--- config.mk ---
export PLATFORM = sky130hd
export DESIGN_NAME = seg7_scan_ctrl
export DESIGN_NICKNAME = d
export VERILOG_FILES = /design/src/rtl/seg7_scan_ctrl.sv
export SDC_FILE = /design/constraint.sdc
export NUM_CORES = 1
export LEC_CHECK = 0
export BUFFER_PORTS_ARGS = -buffer_cell sky130_fd_sc_hd__buf_2
export CAP_MARGIN = 20
export CORE_ASPECT_RATIO = 2
export CORE_UTILIZATION = 58
export CTS_CLUSTER_SIZE = 8
export DETAILED_ROUTE_END_ITERATION = 6
export PLACE_DENSITY = 0.79
export SLEW_MARGIN = 20
export SYNTH_ARGS = -nofsm -noshare
export SYNTH_HDL_FRONTEND = slang
export SYNTH_SLANG_ARGS = --single-unit
--- constraint.sdc ---
create_clock -name i_clk -period 2.5 [get_ports i_clk]
set_input_delay 0.5 -clock i_clk [delete_from_list [all_inputs] [get_ports i_clk]]
set_output_delay 0.5 -clock i_clk [all_outputs]
set_load 0.01 [all_outputs]
--- src/rtl/seg7_scan_ctrl.sv ---
// -----------------------------------------------------------------------------
// seg7_scan_ctrl
// Scan scheduler for a multiplexed 7-segment display.
//
// It holds a NUM_DIGITS-digit hex value and lights one digit at a time. Each
// digit is preceded by a blanking gap in which all commons are off. New values
// arrive through a valid/ready handshake into a pending slot. The slot moves to
// the displayed (active) register only at a frame boundary, so a frame never
// shows a mix of old and new digits.
//
// Ports
//   i_clk          system clock
//   i_rstn         asynchronous active-low reset
//   i_enable       scan enable; low forces the display off (IDLE)
//   i_load_valid   new display value offered
//   i_load_data    hex value; nibble k = digit k, digit 0 = LSB
//   o_load_ready   pending slot free
//   o_bcd_data     code to the segment decoder: {1'b0, nibble}
//   o_seg_com      one-hot digit common; bit k = digit k
//   o_frame_done   one-cycle pulse after the last digit of a full frame
//
// Optional feature
//   SEG7_LZ_BLANK_EN  when defined, leading-zero digits (every nibble from the
//                     current digit up to the top digit is zero) keep their
//                     common off during SHOW. Digit 0 is always lit.
// -----------------------------------------------------------------------------
module seg7_scan_ctrl #(
   parameter int NUM_DIGITS = 4,
   parameter int DWELL_CYC  = 50000,
   parameter int BLANK_CYC  = 1000
) (
   input  logic                    i_clk,
   input  logic                    i_rstn,
   input  logic                    i_enable,
   input  logic                    i_load_valid,
   input  logic [4*NUM_DIGITS-1:0] i_load_data,
   output logic                    o_load_ready,
   output logic [4:0]              o_bcd_data,
   output logic [7:0]              o_seg_com,
   output logic                    o_frame_done
);

   localparam int DATA_W  = 4 * NUM_DIGITS;
   localparam int MAX_CYC = (DWELL_CYC > BLANK_CYC) ? DWELL_CYC : BLANK_CYC;
   localparam int CNT_W   = $clog2(MAX_CYC + 1);
   localparam int DIG_W   = (NUM_DIGITS > 1) ? $clog2(NUM_DIGITS) : 1;

   localparam logic [CNT_W-1:0] BLANK_LAST = CNT_W'(BLANK_CYC - 1);
   localparam logic [CNT_W-1:0] DWELL_LAST = CNT_W'(DWELL_CYC - 1);
   localparam logic [DIG_W-1:0] DIGIT_LAST = DIG_W'(NUM_DIGITS - 1);

   typedef enum logic [1:0] {
      ST_IDLE  = 2'd0,
      ST_BLANK = 2'd1,
      ST_SHOW  = 2'd2
   } state_t;

   state_t             state_reg, state_next;
   logic [CNT_W-1:0]   cnt_reg, cnt_next;
   logic [DIG_W-1:0]   digit_reg, digit_next;
   logic [DATA_W-1:0]  active_reg, active_next;
   logic [DATA_W-1:0]  pending_reg, pending_next;
   logic               pending_valid_reg, pending_valid_next;
   logic               load_ready_reg, load_ready_next;
   logic [4:0]         bcd_reg, bcd_next;
   logic [7:0]         seg_com_reg, seg_com_next;
   logic               frame_done_reg, frame_done_next;

   logic               load_accept;
   logic               frame_end;
   logic               digit_lit;

`ifdef SEG7_LZ_BLANK_EN
   // upper_zero[k]: nibbles k..NUM_DIGITS-1 of the active value are all zero
   logic [NUM_DIGITS-1:0] upper_zero;

   for (genvar gi = 0; gi < NUM_DIGITS; gi++) begin : g_upper_zero
      assign upper_zero[gi] = ~|active_reg[DATA_W-1:4*gi];
   end

   // Active only changes when entering BLANK, so it is stable across SHOW entry
   assign digit_lit = (digit_next == '0) || !upper_zero[digit_next];
`else
   assign digit_lit = 1'b1;
`endif

   always_ff @(posedge i_clk or negedge i_rstn) begin
      if (!i_rstn) begin
         state_reg         <= ST_IDLE;
         cnt_reg           <= '0;
         digit_reg         <= '0;
         active_reg        <= '0;
         pending_reg       <= '0;
         pending_valid_reg <= 1'b0;
         load_ready_reg    <= 1'b1;
         bcd_reg           <= '0;
         seg_com_reg       <= '0;
         frame_done_reg    <= 1'b0;
      end else begin
         state_reg         <= state_next;
         cnt_reg           <= cnt_next;
         digit_reg         <= digit_next;
         active_reg        <= active_next;
         pending_reg       <= pending_next;
         pending_valid_reg <= pending_valid_next;
         load_ready_reg    <= load_ready_next;
         bcd_reg           <= bcd_next;
         seg_com_reg       <= seg_com_next;
         frame_done_reg    <= frame_done_next;
      end
   end

   always_comb begin
      state_next         = state_reg;
      cnt_next           = cnt_reg;
      digit_next         = digit_reg;
      active_next        = active_reg;
      pending_next       = pending_reg;
      pending_valid_next = pending_valid_reg;
      frame_end          = 1'b0;
      bcd_next           = '0;
      seg_com_next       = '0;

      // load_ready_reg is only high when the slot is empty
      load_accept = i_load_valid && load_ready_reg;

      case (state_reg)
         ST_IDLE: begin
            cnt_next   = '0;
            digit_next = '0;
            if (i_enable) begin
               state_next = ST_BLANK;
            end
         end
         ST_BLANK: begin
            if (cnt_reg == BLANK_LAST) begin
               state_next = ST_SHOW;
               cnt_next   = '0;
            end else begin
               cnt_next = cnt_reg + 1'b1;
            end
         end
         ST_SHOW: begin
            if (cnt_reg == DWELL_LAST) begin
               state_next = ST_BLANK;
               cnt_next   = '0;
               if (digit_reg == DIGIT_LAST) begin
                  frame_end  = 1'b1;
                  digit_next = '0;
               end else begin
                  digit_next = digit_reg + 1'b1;
               end
            end else begin
               cnt_next = cnt_reg + 1'b1;
            end
         end
         default: begin
            state_next = ST_IDLE;
            cnt_next   = '0;
            digit_next = '0;
         end
      endcase

      // Disable abandons the partial frame: no pulse, no value swap
      if (!i_enable) begin
         state_next = ST_IDLE;
         cnt_next   = '0;
         digit_next = '0;
         frame_end  = 1'b0;
      end

      if (frame_end && pending_valid_reg) begin
         active_next        = pending_reg;
         pending_valid_next = 1'b0;
      end

      // An accept can never coincide with a swap: accept needs an empty slot
      if (load_accept) begin
         pending_next       = i_load_data;
         pending_valid_next = 1'b1;
      end

      // Drops with the accept, rises one cycle after the slot is emptied
      load_ready_next = load_accept ? 1'b0 : !pending_valid_reg;

      frame_done_next = frame_end;

      // Outputs follow the next state so they line up with it cycle for cycle
      if (state_next == ST_SHOW) begin
         bcd_next = {1'b0, active_reg[4*digit_next +: 4]};
         if (digit_lit) begin
            seg_com_next = 8'(1) << digit_next;
         end
      end
   end

   assign o_load_ready = load_ready_reg;
   assign o_bcd_data   = bcd_reg;
   assign o_seg_com    = seg_com_reg;
   assign o_frame_done = frame_done_reg;

endmodule
Yosys cells after proc, flatten, opt, wreduce, memory -nomap -nowiden
Cells that the tools add are included.
{ "word_totals": {"register_bits": 68, "inputBits": 20, "output_inout_bits": 15, "elab_cells": 46} }
{ "op_classes": {"n_addsub": 2, "n_eq_ne": 6, "shifts": 2, "muxes": 21, "reduce_logical": 5} }
{ "op_table": {"columns": ["cell", "n"], "rows": [
  ["$mux 16", 3],
  ["$pmux 16 s2", 1],
  ["$add 16x1->16 const B", 1],
  ["$eq 16x10->1 const B", 1],
  ["$eq 16x16->1 const B", 1],
  ["$shiftx 16x5->4", 1],
  ["$mux 2", 6],
  ["$mux 8", 1],
  ["$shl 1x2->8 const A", 1],
  ["$mux 1", 7],
  ["$eq 2x2->1 const B", 3],
  ["$pmux 2 s3", 1],
  ["$mux 4", 1],
  ["$pmux 2 s2", 1],
  ["$add 2x1->2 const B", 1],
  ["$eq 2x1->1 const B", 1],
  ["$logic_and 1x1->1", 2],
  ["$logic_not 2->1", 1],
  ["$reduce_bool 2->1", 1],
  ["$logic_not 1->1", 1]
]} }

Depth between registers and ports, before layout
{ "depth": {"word_depth": 8, "mapped_depth": 8, "depth_no_buf": 7} }

Worst setup path after synthesis
OpenSTA, ideal clock, no wires.
{ "synth_path": {"path_type": "reg2reg", "start": "register cnt_reg[11]", "end": "register seg_com_reg[2], in the netlist o_seg_com[2]", "setup_time_ns": 0.144, "arrival_time_ns": 1.993, "t_required_ns": 2.356, "slack_ns": 0.363, "stages_incl_launch_ff": 7, "n_path_buf": 1, "synth_period_minus_slack_ns": 2.137, "cell_sequence": "dfrtp_1 > or3_4 > nor4_4 > buf_2 > mux2_4 > nand2_1 > nor3_2"} }
{ "synth_between": {"elab_chain_len": 6, "word_cells_on_any_way": 12} }
{ "synth_lines": {"columns": ["element", "line_no", "text"], "rows": [
  ["start: declaration", "59", "logic [CNT_W-1:0] cnt_reg, cnt_next;"],
  ["start signal: assignment", "101", "cnt_reg <= cnt_next;"],
  ["$eq 16x16->1 / $eq 16x10->1 (equally long branches)", "144, 136", null],
  ["$mux 2, on equally long branches", "144, 136", null],
  ["$pmux 2 s3 / $pmux 2 s2 (equally long branches)", "127", "case (state_reg)"],
  ["$mux 2", "165", "if (!i_enable) begin"],
  ["$eq 2x2->1 / $shl 1x2->8 (equally long branches)", "189, 192", null],
  ["$mux 8 *", "189", "if (state_next == ST_SHOW) begin"],
  ["named net seg_com_next[2]", "66", "logic [7:0] seg_com_reg, seg_com_next;"],
  ["end signal: assignment", "108", "seg_com_reg <= seg_com_next;"],
  ["end: declaration", "66", null]
]} }
Mark *: on every way through the listed nets, which the timed path passes. The rest lies on a longest branch.
A chain may end at the register's enable or synchronous reset.

Final worst setup path
{ "layout_path": {"start": "register digit_reg[1]", "end": "register bcd_reg[3], in the netlist o_bcd_data[3]"} }
{ "layout_between": {"elab_chain_len": 7, "word_cells_on_any_way": 8} }
{ "layout_lines": {"columns": ["element", "line_no", "text"], "rows": [
  ["start: declaration", "60", "logic [DIG_W-1:0] digit_reg, digit_next;"],
  ["start signal: assignment", "102", "digit_reg <= digit_next;"],
  ["$add 2x1->2 / $eq 2x2->1 (equally long branches)", "151, 147", null],
  ["$mux 2", "147", "if (digit_reg == DIGIT_LAST) begin"],
  ["$mux 2", "144", "if (cnt_reg == DWELL_LAST) begin"],
  ["$pmux 2 s2 *", "127", null],
  ["$mux 2 *", "165", null],
  ["$shiftx 16x5->4 *", "190", "bcd_next = {1'b0, active_reg[4*digit_next +: 4]};"],
  ["$mux 4 *", "189", null],
  ["named net bcd_next[3]", "65", "logic [4:0] bcd_reg, bcd_next;"],
  ["end signal: assignment", "107", "bcd_reg <= bcd_next;"],
  ["end: declaration", "65", null]
]} }
Marks and branches as above.

==> results_dict.tcl <==
set metrics [dict create \
    port_buffers 29 \
    r2r.worst_path.cells 6 \
    ff2ff_setup_slack_ns 0.16 \
    rsz0062_at_grt "no" \
    min_path_type "primary input to async pin" \
    worst_pin_slew_ns 0.760 \
    cp.required_ns 2.73 \
    postRouteWirelength_mm 6.37 \
    syn-instance-count 267 \
    power_report.internal_total_mw 1.66 \
    route.met2.wl_mm 3.51 \
    setup.worst_path.start_class "flip-flop" \
    crit_path_cell_trace "ha_1 > nor3b_1 > a21oi_1 > a2111oi_4 > o211ai_1 > a311oi_1" \
    synth-simple-area-share_pct 14.9 \
    cap_violations 0 \
    route.detailed.wl_per_inst_um 17.4 \
    gates_resized_cts_repair 0 \
    finalHoldViolCount 0 \
    synth_top_flop_cell "dfrtp_1" \
    synth-edff-count 0 \
    critical_path.n_buffers_inverters 0 \
    critical-path-slowest-cell "dfrtp_1" \
    total_cts_buffers 9 \
    drt.antenna.violating_nets 0 \
    synth_warnings 0 \
    grt_max_degree 29 \
    cp_slowest_stage_delay_ns 0.50 \
    io_pins 35 \
    routed-via-count 2175 \
    post_synth_instance_area_um2 3140 \
    grt_first_pass_wirelength_mm 10.3 \
    antenna-diode-count 0 \
    post_synth_xor_area_fraction_pct 3.90 \
    power_leakage_nw 1.69 \
    initial_core_util_pct 60.6 \
    post_cts_hold_buffer_count 0 \
    muxShareOfSynthArea_pct 16.3 \
    gr-usage-all-layers_pct 25.3 \
    postSynthRegisterBits 63 \
    run_status "completed" \
    async_flop_share_pct 100 \
    setup_ws_ns 0.159 \
    final_nets 330 \
    post_route_cells_drive_above_1_share_pct 30.4 \
    r2r-start "digit_reg[1]" \
    capturing_element_type_of_the_critical_path "flip-flop" \
    setup-violations-final 0 \
    multiInputGateArea_um2 1480 \
    post-synth-top-area-fraction_pct 49.4 \
    power_density_nw_per_um2 592 \
    grt_overflow 0 \
    peakVddDrop_mv 0.680 \
    worst_path_dominant_cell_family "compound AO/OA/AOI/OAI gates" \
    period_needed_ns 2.34 \
    chipWidth_um 54.0 \
    design.core.area_um2 5180 \
    fillerInstances 386 \
    clk_buf_depth 2 \
    cts.htree.levels 3 \
    final.period_utilization_pct 93.6 \
    met1_length_mm 2.42 \
    synth_top_family_by_area "multiplexers" \
    total_setup_buffers_inserted_after_cts 0 \
    num_rows 37 \
    worst_slew_margin_pct 49.1 \
    cts.reportedPaths.clkPinSlew_ns 0.08 \
    timing_worst_setup_path_type "flip-flop to flip-flop" \
    path_max_fanout 10 \
    dp_slack_ns 0.149 \
    synthAdderAreaFrac_pct 2.39 \
    route.top_layer_used "met4" \
    areaGrowthSynthToFinish_pct 14.6 \
    fp.dieArea_um2 5730 \
    synthesis.area_per_instance_um2 11.8 \
    die_h_um 106 \
    synth_seq_area_share_pct 50.2 \
    sw_frac_of_total_pct 22.2 \
    synth_area_leaders "dfrtp_1, mux2_2, mux2_4" \
    max_freq_ghz 0.427 \
    layout.area.seq_um2 1580 \
    pwr-share-comb_pct 4.0 \
    antenna_violations_before_repair 0 \
    grt_pass1_vias 2220 \
    finalMaxSlewViolations 0 \
    synth-compound-area-share_pct 8.57 \
    p_sw_uw 473 \
    reg2reg_to "o_bcd_data[3]" \
    drt-vias-per-instance 5.93 \
    setup_tns_ns 0 \
    pwr-share-seq_pct 48.9 \
    fin_worst_skew_ns 0.0119 \
    detailedRoute.firstPassIterationCount 4 \
    clock_tree.root_cell "clkbuf_8" \
    numClockSinks 63 \
    critPathArrivalTime_ns 2.57 \
    place.detailed.hpwl_mm 4.59 \
    synthDistinctLibCells 54 \
    met3RoutedLength_um 172 \
    clock_power_share_pct 47.1 \
    synth_top_cell_by_area "dfrtp_1" \
    clk_latency_ns 0.35 \
    drt_drc_violations_left 0 \
    routabilityCongestion 0.866 \
    detail_route.iter0.violations 42 \
    tritoncts "yes" \
]
-- cells in the mapped netlist, types with 2 or more instances --
master and number:
a311oi_1 4, a31oi_1 3, o211ai_1 7, o21bai_1 2, inv_1 8, buf_4 5
xor2_1 8, nand3_1 10, nand4b_1 2, mux2_4 12, o21ai_1 7, mux2i_1 5
clkbuf_1 6, a21oi_1 3, xnor2_1 6, o21ai_0 2, nor3b_1 3, buf_2 2
dfrtp_1 62, nand4_1 2, nand2_1 10, nor2_1 23, nor4_1 3, nand4bb_1 2
and2_1 5, nor3_1 5, mux2_1 2, ha_1 6, and3_1 5, mux2_2 23
-- cell usage in the layout (no fill, tap or decap), types with 2 or more instances in the layout --
master / synthesis / layout
o21ai_1: 7 / 7
buf_2: 2 / 29
dfrtp_1: 62 / 62
nand4bb_1: 2 / 2
conb_1: 1 / 5
a21oi_1: 3 / 3
xnor2_1: 6 / 6
inv_1: 8 / 8
clkinvlp_4: 0 / 2
mux2_2: 23 / 23
nor4_1: 3 / 3
bufinv_16: 0 / 2
clkbuf_8: 0 / 10
xor2_1: 8 / 8
mux2_4: 12 / 12
o21ai_0: 2 / 2
o211ai_1: 7 / 7
nor3b_1: 3 / 3
o21bai_1: 2 / 2
mux2_1: 2 / 2
nor3_1: 5 / 5
nor2_1: 23 / 23
nand2_1: 10 / 10
and3_1: 5 / 5
nand4_1: 2 / 2
mux2i_1: 5 / 5
nand4b_1: 2 / 2
ha_1: 6 / 6
and2_1: 5 / 5
a311oi_1: 4 / 4
nand3_1: 10 / 10
a31oi_1: 3 / 3
buf_4: 5 / 6
-- power by group through the flow --
stage,registers [mW],logic (mW),clock network (mW)
after floorplan,1.06,0.0447,0
after global placement,1.06,0.0851,0
after detailed placement,1.06,0.0877,0
after CTS,1.04,0.0880,1.02
after global routing,1.04,0.0980,1.05
final,1.04,0.0860,1.00
-- layout make-up --
class                      count  area share, %
clock buffer                  10           3.82
tap                           58           2.02
sequential                    63           43.8
timing repair buffer          36           5.84
multi-input combinational    186           41.1
inverter                       8          0.834
clock inverter                 6           2.57
-- how the worst max path moves through the flow --
| stage | startpoint | to | slack [ns] | cells after the start |
|---|---|---|---|---|
| 5_1_grt | digit_reg[1] | o_bcd_data[0] | 0.08 | 6 |
| 3_3_place_gp | digit_reg[1] | o_bcd_data[0] | 0.23 | 6 |
| 6_report | digit_reg[1] | o_bcd_data[3] | 0.16 | 6 |
| 2_1_floorplan | cnt_reg[11] | o_seg_com[2] | 0.36 | 6 |
| 4_1_cts | digit_reg[1] | o_bcd_data[0] | 0.12 | 6 |
| 3_5_place_dp | digit_reg[1] | o_bcd_data[0] | 0.15 | 6 |
-- cells by family after synthesis --
kind of cell | Yosys count
compound gates | 38
xor+xnor | 14
fa+ha+maj | 6
buf+inv | 22
flops | 63
mux | 42
other cells | 1
simple gates | 81
-- through the flow --
step	instance area (um2)	instances	util, %	hold slack (ns)	power [mW]
2_1_floorplan	3160	271	-	0.204	1.10
3_3_place_gp	3360	351	64.7	0.406	1.15
3_5_place_dp	3360	351	64.7	0.409	1.15
4_1_cts	3590	367	69.2	0.0332	2.15
5_1_grt	3600	367	69.4	0.0497	2.20
6_report	3600	367	69.4	0.0267	2.13
-- metal layers --
| metal | track usage [%] | vias to the layer above |
|---|---|---|
| li1 | - | 1033 |
| met1 | 28.7 | 1064 |
| met2 | 41.4 | 55 |
| met3 | 3.43 | 23 |
| met4 | 17.8 | 0 |
| met5 | 0 | - |
Note: power is estimated with default switching activity, not from simulation.
